`src/rtl/pulse_counter_multi.sv`:
```
// N_CH independent button press counters: 2-FF synchroniser, debounce filter,
// rising-edge press detection and an up/down wrap-or-saturate counter with sticky overflow.
module pulse_counter_multi #(
   parameter int N_CH       = 4,
   parameter int CNT_W      = 4,
   parameter int DEB_CYCLES = 4,
   parameter int SATURATE   = 0
) (
   input  logic                    clk,
   input  logic                    rst,
   input  logic [N_CH-1:0]         btn_in,
   input  logic                    dir_in,
   input  logic                    en_in,
   input  logic [N_CH-1:0]         clr_in,
   output logic [N_CH*CNT_W-1:0]   count_out,
   output logic [N_CH-1:0]         ovf_out,
   output logic [N_CH-1:0]         press_out
);

   localparam int                DCNT_W   = $clog2(DEB_CYCLES + 1);
   localparam logic [DCNT_W-1:0] DEB_LAST = DCNT_W'(DEB_CYCLES - 1);
   localparam logic [DCNT_W-1:0] DCNT_ONE = DCNT_W'(1);
   localparam logic [CNT_W-1:0]  CNT_MAX  = {CNT_W{1'b1}};
   localparam logic [CNT_W-1:0]  CNT_ZERO = {CNT_W{1'b0}};
   localparam logic [CNT_W-1:0]  CNT_ONE  = CNT_W'(1);
   localparam bit                SAT_EN   = (SATURATE != 0);

   for (genvar i = 0; i < N_CH; i++) begin : g_ch
      logic              s0_r, s1_r, filt_r, press_r, ovf_r;
      logic [DCNT_W-1:0] dcnt_r;
      logic [CNT_W-1:0]  cnt_r;
      logic              accept_s, rise_s, filt_nxt_s, ovf_nxt_s;
      logic [DCNT_W-1:0] dcnt_nxt_s;
      logic [CNT_W-1:0]  cnt_nxt_s;

      // Debounce next state, press detection and counter next state
      always_comb begin
         accept_s   = 1'b0;
         filt_nxt_s = filt_r;
         dcnt_nxt_s = dcnt_r;
         if (s1_r == filt_r) begin
            dcnt_nxt_s = {DCNT_W{1'b0}};
         end else if (dcnt_r == DEB_LAST) begin
            accept_s   = 1'b1;
            filt_nxt_s = s1_r;
            dcnt_nxt_s = {DCNT_W{1'b0}};
         end else begin
            dcnt_nxt_s = dcnt_r + DCNT_ONE;
         end
         rise_s = accept_s & s1_r;

         cnt_nxt_s = cnt_r;
         ovf_nxt_s = ovf_r;
         // Clear wins over a coincident press; the strobe is unaffected
         if (clr_in[i]) begin
            cnt_nxt_s = CNT_ZERO;
            ovf_nxt_s = 1'b0;
         end else if (rise_s && en_in) begin
            if (!dir_in) begin
               if (cnt_r == CNT_MAX) begin
                  cnt_nxt_s = SAT_EN ? CNT_MAX : CNT_ZERO;
                  ovf_nxt_s = 1'b1;
               end else begin
                  cnt_nxt_s = cnt_r + CNT_ONE;
               end
            end else begin
               if (cnt_r == CNT_ZERO) begin
                  cnt_nxt_s = SAT_EN ? CNT_ZERO : CNT_MAX;
                  ovf_nxt_s = 1'b1;
               end else begin
                  cnt_nxt_s = cnt_r - CNT_ONE;
               end
            end
         end else begin
            cnt_nxt_s = cnt_r;
            ovf_nxt_s = ovf_r;
         end
      end

      // Channel state registers
      always_ff @(posedge clk or posedge rst) begin
         if (rst) begin
            s0_r    <= 1'b0;
            s1_r    <= 1'b0;
            filt_r  <= 1'b0;
            dcnt_r  <= {DCNT_W{1'b0}};
            press_r <= 1'b0;
            cnt_r   <= CNT_ZERO;
            ovf_r   <= 1'b0;
         end else begin
            s0_r    <= btn_in[i];
            s1_r    <= s0_r;
            filt_r  <= filt_nxt_s;
            dcnt_r  <= dcnt_nxt_s;
            press_r <= rise_s;
            cnt_r   <= cnt_nxt_s;
            ovf_r   <= ovf_nxt_s;
         end
      end

      assign count_out[i*CNT_W +: CNT_W] = cnt_r;
      assign ovf_out[i]                  = ovf_r;
      assign press_out[i]                = press_r;
   end

endmodule

```
`config.mk`:
```
export PLATFORM = sky130hd
export DESIGN_NAME = pulse_counter_multi
export DESIGN_NICKNAME = d
export VERILOG_FILES = /design/src/rtl/pulse_counter_multi.sv
export SDC_FILE = /design/constraint.sdc
export NUM_CORES = 1
export LEC_CHECK = 0
export CAP_MARGIN = 20
export CORE_MARGIN = 2
export CORE_UTILIZATION = 56
export CTS_BUF_LIST = sky130_fd_sc_hd__clkbuf_8
export CTS_CLUSTER_SIZE = 24
export DETAILED_ROUTE_END_ITERATION = 10
export PLACE_DENSITY_LB_ADDON = 0.3
export SYNTH_ARGS = -nofsm -noshare
export SYNTH_HDL_FRONTEND = slang
export SYNTH_SLANG_ARGS = --single-unit
```
`constraint.sdc`:
```
create_clock -name clk -period 2 [get_ports clk]
set_input_delay 0.3 -clock clk [delete_from_list [all_inputs] [get_ports clk]]
set_output_delay 0.3 -clock clk [all_outputs]
set_load 0.01 [all_outputs]
```
==> out/qor.yml, run 1 <==
pwr:
  p_total_uw: 2380
  leakagePower_uw: 0.00130
  p_per_area_mw_per_mm2: 796
  clkPwrFrac: 0.287
  p_switching_uw: 636
  p_seq_frac: 0.505
  peakVddDrop_uv: 511
  combPwrFrac: 0.208
  swShare: 0.267
  p_int_uw: 1740
clocking:
  cts_max_level: 2
  numCtsBuffers: 5
  clk_pin_slew_worst_paths_ns: 0.09
  postCtsHoldBufs: 0
  cts-root-buf: "clkbuf_8"
  cts_sinks: 48
  tritoncts: "done"
  post_cts_buffers: 0
  clk_path_buf_depth: 2
  post_cts_resized: 0
  clock_latency_ns: 0.30
sta:
  post-route-period-util: 0.873
  drv_slew: 0
  skew_ns: 0.00467
  finalHoldViolations: 0
  tightest_slew_ns: 0.411
  rsz0062_at_grt: "false"
  setup_viol: 0
  finalSetupTns_ns: 0
  slew_headroom: 0.725
  period_minus_slack_ns: 1.75
  worst_slack_ns: 0.255
  fmax_mhz: 573
synth:
  yosysTopAreaCell: "dfrtp_1"
  ys_seq_elements: 48
  ys_async_sr_fraction: 1.00
  yosys_most_used_dff: "dfrtp_1"
  postSynthAreaPerCell_um2: 10.6
  synth_edf_count: 0
  synth_area_leaders: "dfrtp_1 48%, ha_1 7.5%, nor2_1 3.1%, xnor2_1 3.1%, mux2_2 2.7%"
  yosysTopAreaCellShare: 0.478
  synth_area_mm2: 0.00251
  ys_top_cells_by_count: "48 x dfrtp_1, 21 x nor2_1, 15 x ha_1, 13 x inv_1, 12 x a21oi_1"
  yosysSeqAreaShare: 0.478
  synth.most_common_cell: "dfrtp_1"
  ys_types: 44
  synth_warnings: 0
  syn-num-nets: 264
  synthCells: 237
worst_setup_path:
  max_stage_delay_ns: 0.61
  crit_chain: "clkdlybuf4s50_1"
  crit_type: "flip-flop to primary output"
  slowest_stage: "clkdlybuf4s50_1"
  critPathBufInv: 1
  start_kind: "flip-flop"
  cp_max_fo: 12
  cpLargestDelayFamily: "buffers and inverters"
  ff2ff_setup_slack_ns: 0.36
  cp-end-kind: "primary output"
  crit_required_ns: 1.70
  worstPathArrival_ns: 1.45
global_routing:
  grt_pass1_wl_um: 7760
  grt_antenna_before_repair: 0
  grt_max_degree: 49
  grt_use_total: 0.194
  grt_pass1_vias: 1682
  grt-ovfl-total: 0
layout:
  diodes: 0
  final_nets: 293
  final_area_mm2: 0.00299
  drive_gt1_frac: 0.0974
  final_util: 0.691
  fill_cells: 372
  area_delta_synth_final_pct: 19.0
detailed_routing:
  avgViaCountPerCell: 5.80
  drt-wirelength-per-cell_um: 14.6
  drtIter0Drc: 173
  first_pass_iters: 4
  route.detailed.drc: 0
  ant_nets: 0
  dr_total_vias: 1850
  wl_um: 4660
placement:
  gp_congestion: 0.813
  place_worst_setup_slack_ns: 0.184
  io_buffers: 35
  place_area_mm2: 0.00288
  dp_hpwl_um: 3210
die:
  die_w_um: 71.0
  fp.dieH_um: 71.0
  core_mm2: 0.00432
  ios: 36
  std_cell_rows: 24
  initial_core_util: 0.581
  dieArea_mm2: 0.00504
worst_hold_path:
  min_path_type: "primary input to async pin"
job:
  maxCapViolations: 0
status:
  outcome: "finished, final reports clean"
-- power groups by stage --
stage / combinational, uW / clock [uW] / sequential [uW]
2_1_floorplan: 364 / 0 / 1200
3_3_place_gp: 481 / 0 / 1210
3_5_place_dp: 498 / 0 / 1220
4_1_cts: 499 / 700 / 1200
5_1_grt: 559 / 735 / 1220
6_report: 494 / 682 / 1200
-- kinds of logic after synthesis --
family	after synthesis	synth area share
AOI/OAI and AO/OA	51	0.138
xor gates and xnor gates	12	0.0419
adders and majority gates	15	0.0747
buffers and inverters	29	0.0568
DFF	48	0.478
muxes	7	0.0309
and+or+nand+nor	75	0.179
-- layout by cell type (no fill, tap or decap), types with 2 or more instances in the layout --
master,Yosys,final
dfrtp_1,48,48
inv_2,1,2
a31o_2,2,2
a31oi_1,4,4
inv_1,13,12
a311oi_1,2,2
and2_1,3,3
a21o_1,4,4
buf_12,0,2
xor2_1,3,3
and4bb_2,4,4
clkdlybuf4s50_1,0,35
ha_1,15,15
a211oi_1,5,5
nor2_1,21,21
nor3b_1,8,8
nor4_1,3,3
nand4b_1,4,4
nor3_1,4,4
nand2b_1,5,5
mux2_2,6,6
clkbuf_8,0,5
o221ai_1,2,2
nand3_1,2,2
nor4bb_1,2,2
nand2_1,8,8
nor2b_1,7,7
a21oi_1,12,12
xnor2_1,9,9
o21ai_0,11,11
-- layer usage --
layer / up-vias / global-route usage / share of wire
li1: 895 / - / -
met1: 902 / 0.264 / 0.46
met2: 47 / 0.315 / 0.49
met3: 6 / 0.0427 / 0.044
met4: 0 / 0.0545 / 0.0081
met5: - / 0 / 0
-- sequential cells by signal, indices dropped and copies added, names as in the netlist --
signal	cells
g_ch.filt_r	4
g_ch.cnt_r	16
g_ch.dcnt_r	12
g_ch.ovf_r	4
g_ch.s1_r	4
g_ch.press_r	4
g_ch.s0_r	4
-- cell type report --
class                           count  area, um2  area share
Timing Repair Buffer               37        390       0.131
Sequential cell                    48       1200       0.402
Clock buffer                        5       68.8      0.0230
Tap cell                           52       65.1      0.0218
Multi-Input combinational cell    160       1170       0.391
Inverter                           14       52.6      0.0176
Clock inverter                      3       42.5      0.0142
-- through the flow --
stage               instances  hold slack (ns)
floorplan                 237            0.331
global placement          311            0.333
detailed placement        311            0.338
CTS                       319            0.352
global route              319            0.365
finish                    319            0.347
-- final timing paths --
path | start | endpoint | depth (start not counted)
min in group clk | g_ch[2].s0_r | g_ch[2].s1_r | 0
worst max-delay path | g_ch[3].cnt_r[2] | count_out[14] | 1
worst min register to register | g_ch[2].s0_r | g_ch[2].s1_r | 0
worst max register to register | g_ch[0].cnt_r[1] | g_ch[0].cnt_r[0] | 4
worst min-delay path | rst | g_ch[1].dcnt_r[1] | 3
max in group asynchronous | rst | g_ch[0].dcnt_r[1] | 3
No activity file was read; power rests on OpenSTA's default activity.
==> inputs of run 2 (changes only) <==
--- a/config.mk
+++ b/config.mk
@@ -9,9 +9,9 @@
 export CORE_MARGIN = 2
 export CORE_UTILIZATION = 56
 export CTS_BUF_LIST = sky130_fd_sc_hd__clkbuf_8
-export CTS_CLUSTER_SIZE = 24
 export DETAILED_ROUTE_END_ITERATION = 10
 export PLACE_DENSITY_LB_ADDON = 0.3
+export SETUP_SLACK_MARGIN = 0.1
 export SYNTH_ARGS = -nofsm -noshare
 export SYNTH_HDL_FRONTEND = slang
 export SYNTH_SLANG_ARGS = --single-unit
==> results of run 2 <==
The final DEF is identical to that of run 1; final timing and power are the same.
==> inputs of run 3 (changes only) <==
--- a/config.mk
+++ b/config.mk
@@ -7,9 +7,10 @@
 export LEC_CHECK = 0
 export CAP_MARGIN = 20
 export CORE_MARGIN = 2
-export CORE_UTILIZATION = 56
+export CORE_UTILIZATION = 59
 export CTS_BUF_LIST = sky130_fd_sc_hd__clkbuf_8
 export DETAILED_ROUTE_END_ITERATION = 10
+export DONT_BUFFER_PORTS = 1
 export PLACE_DENSITY_LB_ADDON = 0.3
 export SETUP_SLACK_MARGIN = 0.1
 export SYNTH_ARGS = -nofsm -noshare
==> out/qor.yml, run 3 (synthesis results as in run 1) <==
detailed_routing:
  drtIter0Drc: 122  # was 173
  dr_total_vias: 1708  # was 1850
  ant_nets: 0  # unchanged
  drt-wirelength-per-cell_um: 16.0  # was 14.6 um
  avgViaCountPerCell: 5.99  # was 5.80
  first_pass_iters: 4  # unchanged
  route.detailed.drc: 0  # unchanged
  wl_um: 4560  # was 4660 um
worst_hold_path:
  hp-start: "btn_in[0]"
  min_path_type: "primary input to flip-flop"  # was primary input to async pin
  whs_path_depth: 0
  hold_end: "g_ch[0].s0_r"
worst_setup_path:
  critPathLaunch: "g_ch[0].cnt_r[0]"  # was g_ch[3].cnt_r[2]
  cp_max_fo: 8  # was 12
  slowest_stage: "dfrtp_1"  # was clkdlybuf4s50_1
  r2r.worst_path.cells: 4  # unchanged
  cpLargestDelayFamily: "flip-flops"  # was buffers and inverters
  crit_chain: "inv_2 > ha_1 > or4bb_1 > a311oi_1"  # was clkdlybuf4s50_1
  ff2ff_setup_slack_ns: 0.34  # was 0.36 ns
  worstPathArrival_ns: 1.86  # was 1.45 ns
  critPathBufInv: 1  # unchanged
  rr_startpoint: "g_ch[0].cnt_r[0]"  # was g_ch[0].cnt_r[1]
  r2r_end: "g_ch[0].cnt_r[0]"  # unchanged
  cp-end-kind: "flip-flop"  # was primary output
  max_stage_delay_ns: 0.50  # was 0.61 ns
  start_kind: "flip-flop"  # unchanged
  crit_type: "flip-flop to flip-flop"  # was flip-flop to primary output
  crit_required_ns: 2.20  # was 1.70 ns
die:
  fp.dieH_um: 69.2  # was 71.0 um
  dieArea_mm2: 0.00479  # was 0.00504 mm2
  ios: 36  # unchanged
  core_mm2: 0.00406  # was 0.00432 mm2
  initial_core_util: 0.619  # was 0.581
  die_w_um: 69.2  # was 71.0 um
  std_cell_rows: 23  # was 24
layout:
  top_register: "g_ch.cnt_r"  # unchanged
  final_cell_mix: "48 x dfrtp_1, 21 x nor2_1, 15 x ha_1, 12 x inv_1, 12 x a21oi_1"  # was 48 x dfrtp_1, 35 x clkdlybuf4s50_1, 21 x nor2_1, 15 x ha_1
  final_common_cell: "dfrtp_1"  # unchanged
  largest_reg_flops: 16  # unchanged
  area_delta_synth_final_pct: 4.28  # was 19.0%
  final_nets: 261  # was 293
  fill_cells: 309  # was 372
  diodes: 0  # unchanged
  drive_gt1_frac: 0.106  # was 0.0974
  reg_top3: "g_ch.cnt_r x16, g_ch.dcnt_r x12"  # unchanged
  final_area_mm2: 0.00262  # was 0.00299 mm2
global_routing:
  grt_antenna_before_repair: 0  # unchanged
  grt_max_degree: 33  # was 49
  use_met3: 0.0683  # was 0.0427
  met2_usage: 0.325  # was 0.315
  grt_use_total: 0.201  # was 0.194
  grt_pass1_wl_um: 7740  # was 7760 um
  grt-ovfl-total: 0  # unchanged
  grt_pass1_vias: 1607  # was 1682
  grtUsageMet1: 0.268  # was 0.264
  busiest_layer: "met2"  # unchanged
sta:
  finalSetupTns_ns: 0  # unchanged
  fmax_mhz: 604  # was 573 MHz
  skew_ns: 0.00348  # was 0.00467 ns
  tightest_slew_ns: 0.588  # was 0.411 ns
  rsz0062_at_grt: "false"  # unchanged
  finalHoldViolations: 0  # unchanged
  timing.hold.ws_ns: 0.0232  # was 0.347 ns
  slew_headroom: 0.607  # was 0.725
  drv_slew: 0  # unchanged
  period_minus_slack_ns: 1.66  # was 1.75 ns
  setup_viol: 0  # unchanged
  post-route-period-util: 0.828  # was 0.873
pwr:
  swShare: 0.283  # was 0.267
  p_total_uw: 2180  # was 2380 uW
  combPwrFrac: 0.184  # was 0.208
  p_per_area_mw_per_mm2: 832  # was 796 mW/mm2
  p_switching_uw: 617  # was 636 uW
  peakVddDrop_uv: 498  # was 511 uV
  p_seq_frac: 0.558  # was 0.505
  leakagePower_uw: 0.00118  # was 0.00130 uW
  p_int_uw: 1560  # was 1740 uW
  clkPwrFrac: 0.259  # was 0.287
clocking:
  clock_latency_ns: 0.30  # about the same
  cts_sinks: 48  # unchanged
  tritoncts: "done"  # unchanged
  numCtsBuffers: 5  # unchanged
  post_cts_buffers: 0  # unchanged
  clk_pin_slew_worst_paths_ns: 0.08  # was 0.09 ns
  cts_max_level: 2  # unchanged
  clk_path_buf_depth: 2  # unchanged
  cts-root-buf: "clkbuf_8"  # unchanged
  post_cts_resized: 0  # unchanged
job:
  maxCapViolations: 0  # unchanged
status:
  outcome: "finished, final reports clean"  # unchanged
placement:
  gp_congestion: 0.816  # was 0.813
  dp_hpwl_um: 3090  # was 3210 um
  io_buffers: 0  # was 35
  place_area_mm2: 0.00249  # was 0.00288 mm2
[run 3: cell types whose count changed in the layout (fill, tap and decap cells not counted), sizes merged]
| cell | before | now |
|---|---|---|
| clkdlybuf4s50 | 35 | 0 |
| dlygate4sd3 | 0 | 4 |
| clkinvlp | 1 | 0 |
| buf | 2 | 1 |
| bufinv | 1 | 0 |
| clkinv | 1 | 3 |
[run 3: how the worst max path moves through the flow]
stage,endpoint,slack (ns),depth (start not counted)
floorplan,g_ch[0].cnt_r[0],0.47,4
global placement,g_ch[0].cnt_r[3],0.41,6
detailed placement,g_ch[0].cnt_r[0],0.37,4
CTS,g_ch[0].cnt_r[0],0.34,4
global route,g_ch[3].cnt_r[2],0.24,6
finish,g_ch[0].cnt_r[0],0.34,4
[run 3: metrics by stage]
stage,utilization,instances,worst slack (ns)
6_report,0.645,285,0.344
3_3_place_gp,0.614,273,0.411
3_5_place_dp,0.614,273,0.369
2_1_floorplan,-,237,0.473
4_1_cts,0.638,282,0.336
5_1_grt,0.645,285,0.239
[run 3: power by group through the flow]
stage	clock, uW	sequential, uW	combinational (uW)
3_3_place_gp	0	1230	386
4_1_cts	583	1220	398
6_report	563	1220	400
2_1_floorplan	0	1200	364
3_5_place_dp	0	1230	396
5_1_grt	615	1230	473
[run 3: area by class of cell]
type,instances,area (um2),area share
timing repair buffer,5,47.5,0.0182
sequential,48,1200,0.459
clock inverter,3,18.8,0.00717
inverter,14,52.6,0.0201
tap,50,62.6,0.0239
multi-input combinational,160,1170,0.446
clock buffer,5,68.8,0.0263
[run 3: routing by layer]
layer,wire (um),part of all wire
met5,0,0
met4,34,0.0075
met3,209,0.046
met2,2170,0.48
met1,2140,0.47
[run 3: what timing repair did]
item | in CTS | in global routing
endpoints found under the hold margin | 28 | 3
endpoints found under the setup margin | 0 | 0
hold buffers | 1 | 3
